==> config.mk <==
export PLATFORM = sky130hd
export DESIGN_NAME = dda_state_streamer_flat
export DESIGN_NICKNAME = d
export VERILOG_FILES = /design/src/rtl/dda_state_streamer_pkg.sv /design/src/rtl/dda_stream_if.sv /design/src/rtl/dda_state_streamer_byte_frame_tx.sv /design/src/rtl/dda_state_streamer.sv /design/src/flat_wrapper.sv
export SDC_FILE = /design/constraint.sdc
export NUM_CORES = 1
export LEC_CHECK = 0
export ABC_AREA = 1
export BUFFER_PORTS_ARGS = -buffer_cell sky130_fd_sc_hd__buf_4
export CAP_MARGIN = 30
export CORE_ASPECT_RATIO = 1.1
export CORE_MARGIN = 2
export CORE_UTILIZATION = 39
export CTS_CLUSTER_DIAMETER = 50
export DETAILED_ROUTE_END_ITERATION = 10
export PLACE_DENSITY = 0.6
export SETUP_SLACK_MARGIN = 0.2
export SLEW_MARGIN = 25
export SYNTH_ARGS = -nofsm -noshare
export SYNTH_HDL_FRONTEND = slang
export SYNTH_SLANG_ARGS = --single-unit
==> constraint.sdc <==
create_clock -name clk -period 1.45 [get_ports clk]
set_input_delay 0 -clock clk [delete_from_list [all_inputs] [get_ports clk]]
set_output_delay 0 -clock clk [all_outputs]
set_load 0.01 [all_outputs]
==> src/rtl/dda_state_streamer_pkg.sv <==
// Shared types and constants for the DDA state streamer: FSM states,
// frame geometry and the frame byte selector.
package dda_state_streamer_pkg;

  typedef enum logic [2:0] {
    ST_IDLE,
    ST_INIT,
    ST_RUN,
    ST_CAPTURE,
    ST_SEND
  } state_t;

  localparam int FRAME_BYTES = 7;
  localparam int IDX_W = $clog2(FRAME_BYTES);
  localparam logic [7:0] SYNC_BYTE_DEF = 8'hA5;

  typedef logic [IDX_W-1:0] byte_idx_t;
  typedef logic [7:0] frame_byte_t;

  // Frame layout: sync, then x, y, z each most-significant byte first.
  function automatic frame_byte_t frame_byte(input logic [47:0] snap,
                                             input frame_byte_t sync,
                                             input byte_idx_t idx);
    case (idx)
      3'd0:    frame_byte = sync;
      3'd1:    frame_byte = snap[47:40];
      3'd2:    frame_byte = snap[39:32];
      3'd3:    frame_byte = snap[31:24];
      3'd4:    frame_byte = snap[23:16];
      3'd5:    frame_byte = snap[15:8];
      3'd6:    frame_byte = snap[7:0];
      default: frame_byte = '0;
    endcase
  endfunction

endpackage

==> src/rtl/dda_stream_if.sv <==
// Byte-serial valid/ready stream from the state streamer toward the pad wrapper.
interface dda_stream_if;
  import dda_state_streamer_pkg::*;

  frame_byte_t out_data;
  logic        out_valid;
  logic        out_ready;

  modport master (output out_data, output out_valid, input out_ready);
  modport slave  (input out_data, input out_valid, output out_ready);

endinterface

==> src/rtl/dda_state_streamer_byte_frame_tx.sv <==
// Holds one 48-bit snapshot and emits it as sync + 6 bytes under valid/ready.
// done is a same-cycle pulse marking acceptance of the last byte.
module dda_state_streamer_byte_frame_tx
  import dda_state_streamer_pkg::*;
#(
  parameter logic [7:0] SYNC_BYTE = SYNC_BYTE_DEF
) (
  input  logic                 clk,
  input  logic                 rst_n,
  input  logic                 load,
  input  logic [47:0]          snapshot,
  dda_stream_if.master         stream,
  output logic                 done
);

  logic [47:0] snap;
  byte_idx_t   idx;
  logic        accept;

  assign accept = stream.out_valid & stream.out_ready;
  assign done   = accept & (idx == byte_idx_t'(FRAME_BYTES - 1));

  always_ff @(posedge clk or negedge rst_n) begin
    if (!rst_n) begin
      snap             <= '0;
      idx              <= '0;
      stream.out_data  <= '0;
      stream.out_valid <= 1'b0;
    end else if (load) begin
      snap             <= snapshot;
      idx              <= '0;
      stream.out_data  <= SYNC_BYTE;
      stream.out_valid <= 1'b1;
    end else if (accept) begin
      if (idx == byte_idx_t'(FRAME_BYTES - 1)) begin
        idx              <= '0;
        stream.out_data  <= '0;
        stream.out_valid <= 1'b0;
      end else begin
        // Data only moves on a handshake, so it holds steady under backpressure.
        idx             <= idx + 1'b1;
        stream.out_data <= frame_byte(snap, SYNC_BYTE, idx + 1'b1);
      end
    end
  end

endmodule

==> src/rtl/dda_state_streamer.sv <==
// Sequences the Lorenz DDA integrator (IC load, N steps) and streams atomic
// {x,y,z} snapshots as 7-byte frames.
//
//   state   | meaning
//   --------+-----------------------------------------------------------
//   IDLE    | outputs low, waiting for start
//   INIT    | dda_en=1, dda_rst=1 for one cycle: integrator loads ICs
//   RUN     | dda_en=1 for max(decim,1) cycles, down-counting step_cnt
//   CAPTURE | integrator frozen, {x,y,z} latched into the frame tx
//   SEND    | integrator frozen while the frame drains; stop sampled at end
module dda_state_streamer
  import dda_state_streamer_pkg::*;
#(
  parameter int         N         = 16,
  parameter int         ES        = 1,
  parameter int         DECIM_W   = 8,
  parameter logic [7:0] SYNC_BYTE = SYNC_BYTE_DEF
) (
  input  logic               clk,
  input  logic               rst_n,
  input  logic               start,
  input  logic               stop,
  input  logic [DECIM_W-1:0] decim,
  input  logic [N-1:0]       x,
  input  logic [N-1:0]       y,
  input  logic [N-1:0]       z,
  output logic               dda_en,
  output logic               dda_rst,
  output logic               busy,
  dda_stream_if.master       stream
);

  if (N != 16 || ES > 3) begin : g_cfg_err
    $error("dda_state_streamer: frame layout needs N=16 and a sane ES");
  end

  state_t             state;
  logic [DECIM_W-1:0] step_cnt;
  logic               frame_done;

  dda_state_streamer_byte_frame_tx #(
    .SYNC_BYTE (SYNC_BYTE)
  ) u_tx (
    .clk      (clk),
    .rst_n    (rst_n),
    .load     (state == ST_CAPTURE),
    .snapshot ({x, y, z}),
    .stream   (stream),
    .done     (frame_done)
  );

  always_ff @(posedge clk or negedge rst_n) begin
    if (!rst_n) begin
      state    <= ST_IDLE;
      dda_en   <= 1'b0;
      dda_rst  <= 1'b0;
      busy     <= 1'b0;
      step_cnt <= '0;
    end else begin
      case (state)
        ST_IDLE: begin
          if (start) begin
            state   <= ST_INIT;
            dda_en  <= 1'b1;
            dda_rst <= 1'b1;
            busy    <= 1'b1;
          end
        end
        // First frame after INIT carries the initial conditions untouched.
        ST_INIT: begin
          state   <= ST_CAPTURE;
          dda_en  <= 1'b0;
          dda_rst <= 1'b0;
        end
        ST_CAPTURE: begin
          state <= ST_SEND;
        end
        ST_SEND: begin
          if (frame_done) begin
            if (stop) begin
              state <= ST_IDLE;
              busy  <= 1'b0;
            end else begin
              state    <= ST_RUN;
              dda_en   <= 1'b1;
              step_cnt <= (decim == '0) ? '0 : decim - 1'b1;
            end
          end
        end
        ST_RUN: begin
          if (step_cnt == '0) begin
            state  <= ST_CAPTURE;
            dda_en <= 1'b0;
          end else begin
            step_cnt <= step_cnt - 1'b1;
          end
        end
        default: begin
          state   <= ST_IDLE;
          dda_en  <= 1'b0;
          dda_rst <= 1'b0;
          busy    <= 1'b0;
        end
      endcase
    end
  end

endmodule

==> src/flat_wrapper.sv <==
// flat-port wrapper written by rule: the top's interface ports become plain ports
module dda_state_streamer_flat import dda_state_streamer_pkg::*;
#(
  parameter int         N         = 16,
  parameter int         ES        = 1,
  parameter int         DECIM_W   = 8,
  parameter logic [7:0] SYNC_BYTE = SYNC_BYTE_DEF
)
  (clk, rst_n, start, stop, decim, x, y, z, dda_en, dda_rst, busy, stream_out_data, stream_out_valid, stream_out_ready);
  dda_stream_if stream_i ();
  input  logic clk;
  input  logic rst_n;
  input  logic start;
  input  logic stop;
  input  logic [DECIM_W-1:0] decim;
  input  logic [N-1:0] x;
  input  logic [N-1:0] y;
  input  logic [N-1:0] z;
  output logic dda_en;
  output logic dda_rst;
  output logic busy;
  output wire logic [$bits(stream_i.out_data)-1:0] stream_out_data;
  output wire logic [$bits(stream_i.out_valid)-1:0] stream_out_valid;
  input wire logic [$bits(stream_i.out_ready)-1:0] stream_out_ready;
  assign stream_out_data = stream_i.out_data;
  assign stream_out_valid = stream_i.out_valid;
  assign stream_i.out_ready = stream_out_ready;
  dda_state_streamer #(.N(N), .ES(ES), .DECIM_W(DECIM_W), .SYNC_BYTE(SYNC_BYTE)) u_core (.clk(clk), .rst_n(rst_n), .start(start), .stop(stop), .decim(decim), .x(x), .y(y), .z(z), .dda_en(dda_en), .dda_rst(dda_rst), .busy(busy), .stream(stream_i));
endmodule
==> run summary <==
CLOCKING
--------------------------------------------------------------------------------
CTS tree ..........................................................         done
Clock-pin transition on the worst setup and hold timing paths .....      0.08 ns
Buffer type at the clock tree root ................................     clkbuf_8
Clock latency at the later pin of the worst-skew pair .............      0.35 ns
TritonCTS Sinks ...................................................           74
Deepest level of the CTS H-tree ...................................            3
Number of clock buffers inserted by TritonCTS .....................            9
CTS max path bufs .................................................            2

FLOORPLAN
--------------------------------------------------------------------------------
Initial Util ......................................................       40.26%
Cell Rows .........................................................           37
Floorplan Core Area ...............................................     9444 um2
Die area ..........................................................    10560 um2
IO Pins ...........................................................           73
Horizontal die dimension ..........................................     98.15 um
Vertical extent of the die ........................................     107.6 um

PWR
--------------------------------------------------------------------------------
Power density of the placed cells .................................  1964 nW/um2
Power consumption .................................................     12.73 mW
Cell leakage power ................................................     3.440 nW
Max VDD drop ......................................................    0.8474 mV

GLOBAL ROUTING
--------------------------------------------------------------------------------
Number of global-route vias before repair .........................         3889
First-pass GRT wire length ........................................     17.52 mm
Initial antenna violation count ...................................            0
Global router's overall resource usage ............................       20.67%
Total congestion overflow .........................................            0
Pin count of the biggest net entering global routing ..............           40

SYNTH
--------------------------------------------------------------------------------
Number of warnings reported in the yosys synthesis log ............            0
Synthesized net count .............................................          600
Yosys reg bits ....................................................           74
Largest area contributor in the synthesized netlist ...............      dfrtp_1
Top cells by count, synth ......................................... nand2_1, dfrtp_1, inv_1
Most numerous cell in the Yosys netlist ...........................      nand2_1
Distinct cells, synth .............................................           25
Post-Synthesis Cell Area ..........................................     3802 um2
Post-synth EDFFs ..................................................            0
Avg Synthesized Cell Area .........................................    7.107 um2
Cells taking the most area after synthesis ........................ dfrtp_1, nand2_1, inv_1
Main flop type after synthesis ....................................      dfrtp_1
Share of async-settable or async-resettable flops after synthesis .       100.0%
Synthesized netlist cell count ....................................          535
Post-synthesis sequential area ratio ..............................       48.70%
Top cell type's share of synthesized area .........................       48.70%

STA
--------------------------------------------------------------------------------
Final period utilization ..........................................       99.98%
Unrepaired setup endpoints after global routing ...................         true
Final hold vios ...................................................            0
Minimum clock period ..............................................     1.450 ns
Normalized max-slew margin ........................................       76.39%
Highest Clock Rate ................................................    689.8 MHz
Worst setup skew after layout .....................................  0.008078 ns
WHS ...............................................................   0.04124 ns
Slew at the pin with the worst max-slew slack .....................    0.3541 ns
Final setup fails .................................................            0
Max Transition Viols Final ........................................            0

DRT
--------------------------------------------------------------------------------
Final WL ..........................................................     12.60 mm
DRT iter0 DRCs ....................................................          143
Post-route antenna net violation count ............................            0
Mean number of vias per cell ......................................        4.888
Number of vias in the routed layout ...............................         4130
# DRC .............................................................            0
Average wire per standard cell ....................................     14.91 um
Number of detailed-route iterations in the first pass .............            4

FINAL LAYOUT
--------------------------------------------------------------------------------
Layout-stage area growth over the synthesis result ................       70.42%
Core occupancy in the finished layout .............................       68.61%
Fraction of layout cells with a size suffix above 1 ...............       40.25%
Count of fill cells added during filler insertion .................          738
Nets ..............................................................          788
Inserted Diodes ...................................................            0

WORST SETUP PATH
--------------------------------------------------------------------------------
Required time at the worst-slack endpoint .........................      1.74 ns
Type of element capturing the critical path .......................     register
Worst Setup Path Type ............................................. register to register
CP Data Arrival Time ..............................................      1.74 ns
Launching instance or port of the critical path ................... u_core.state[0]
Max FO, Critical Path .............................................            5
Category of the worst setup path launch point .....................     register
Worst reg2reg path startpoint ..................................... u_core.state[0]

FLOW RUN
--------------------------------------------------------------------------------
Max_cap viols .....................................................            0

HOLD PATH
--------------------------------------------------------------------------------
Type of the tightest min-delay check .............................. primary input to register
Beginning of the worst hold path ..................................     decim[5]

PLACED DESIGN
--------------------------------------------------------------------------------
Half-perimeter wire length after detailed placement ...............     7.313 mm
# port buffers ....................................................           72
GPL Wtd Cong ......................................................       0.8473

STATUS
--------------------------------------------------------------------------------
Outcome ........................................................... finished, final reports clean

layout by cell type, fill, tap and decap left out, types with 2 or more instances in the layout:
master	netlist	final
buf_4	0	104
nor2_4	1	6
nand2_2	4	52
inv_2	0	5
inv_4	1	7
dfrtp_1	74	71
nor3_1	4	2
nor2_2	3	9
clkinvlp_4	0	2
dlygate4sd3_1	0	51
dfrtp_2	0	3
nand2_4	0	31
buf_6	1	18
nor3_2	0	2
clkbuf_16	0	8
o21ai_0	36	11
nand3b_1	2	2
buf_8	0	4
o21ai_1	1	12
a21oi_1	7	6
nand2_1	255	176
ha_1	4	4
nor2_1	41	30
nand3_1	20	18
inv_1	57	46
o21ai_4	0	4
buf_12	0	5
clkinv_4	0	2
clkbuf_8	0	9
nand4_1	3	3
o21ai_2	4	14
cell type report:
| type | instances | area, um2 | share of cell area, % |
|---|---|---|---|
| sequential | 74 | 1856 | 28.63 |
| multi-input combinational | 390 | 2193 | 33.85 |
| timing repair buffer | 190 | 1854 | 28.62 |
| clock buffer | 10 | 127.6 | 1.969 |
| inverter | 58 | 235.2 | 3.630 |
| tap | 117 | 146.4 | 2.259 |
| clock inverter | 6 | 67.56 | 1.043 |
power by group:
part	internal (mW)	leakage, nW	switching, mW
Combinational	3.34	2.44	3.90
Sequential	3.08	0.908	0.784
Clock	0.798	0.0925	0.830
kinds of logic (layout without fill, tap and decap cells):
logic type	count (synthesis)	count (layout)	share of synthesized area, %
xor gates and xnor gates	1	1	0.2304
AOI/OAI and AO/OA	51	51	7.272
buffers and inverters	71	264	7.536
DFF	74	74	48.70
adders and majority gates	4	4	1.316
and+or+nand+nor	334	334	34.95
layer usage:
| metal | share of wire [%] | global-route usage, % |
|---|---|---|
| met1 | 39 | 25.05 |
| met2 | 52 | 35.57 |
| met3 | 4.2 | 3.961 |
| met4 | 4.1 | 9.687 |
| met5 | 0 | 0 |
state kept, by name (all words and copies together), names as in the netlist:
signal / flops
u_core.u_tx.snap: 48
u_core.step_cnt: 8
u_core.u_tx.stream.out_data: 8
u_core.state: 3
u_core.u_tx.idx: 3
u_core.busy: 1
u_core.dda_en: 1
u_core.dda_rst: 1
u_core.u_tx.stream.out_valid: 1
final timing paths:
check                                                  to  slack, ns  cells past startpoint
min in group asynchronous  u_core.u_tx.stream.out_data[4]       0.10                      2
setup / recovery                       u_core.step_cnt[2]     0.0002                      7
hold reg to reg                      u_core.u_tx.snap[35]       0.48                      2
max in group asynchronous             u_core.u_tx.snap[8]       0.81                      3
hold / removal                         u_core.step_cnt[5]       0.04                      6
setup reg to reg                       u_core.step_cnt[2]     0.0002                      7
worst max-delay path, cell delays in order, from the launching register on:
cell and delay, ns:
dfrtp_2 0.45, nor2_4 0.13, nand2_2 0.06, or2_4 0.25, o21ai_4 0.22, buf_6 0.18, nand2_4 0.05, o21ai_2 0.04
repair_timing:
action | CTS | global route
hold endpoints to repair | 126 | 0
buffers inserted | 14 | 11
pin swaps | 13 | 48
cloned | 0 | 13
setup endpoints to repair | 71 | 74
hold buffers | 51 | 0
resized for setup | 58 | 162
per-stage QoR:
step           area, um2  setup TNS, ns  cells  worst slack, ns
2_1_floorplan       3826              0    535           0.1392
3_3_place_gp        4695       -0.03193    740         -0.03192
3_5_place_dp        4695        -0.2986    740         -0.05835
4_1_cts             5659              0    821          0.01216
5_1_grt             6480        -0.7047    845         -0.08852
6_report            6480              0    845        0.0002399
Power figures use the tool's default switching activity.
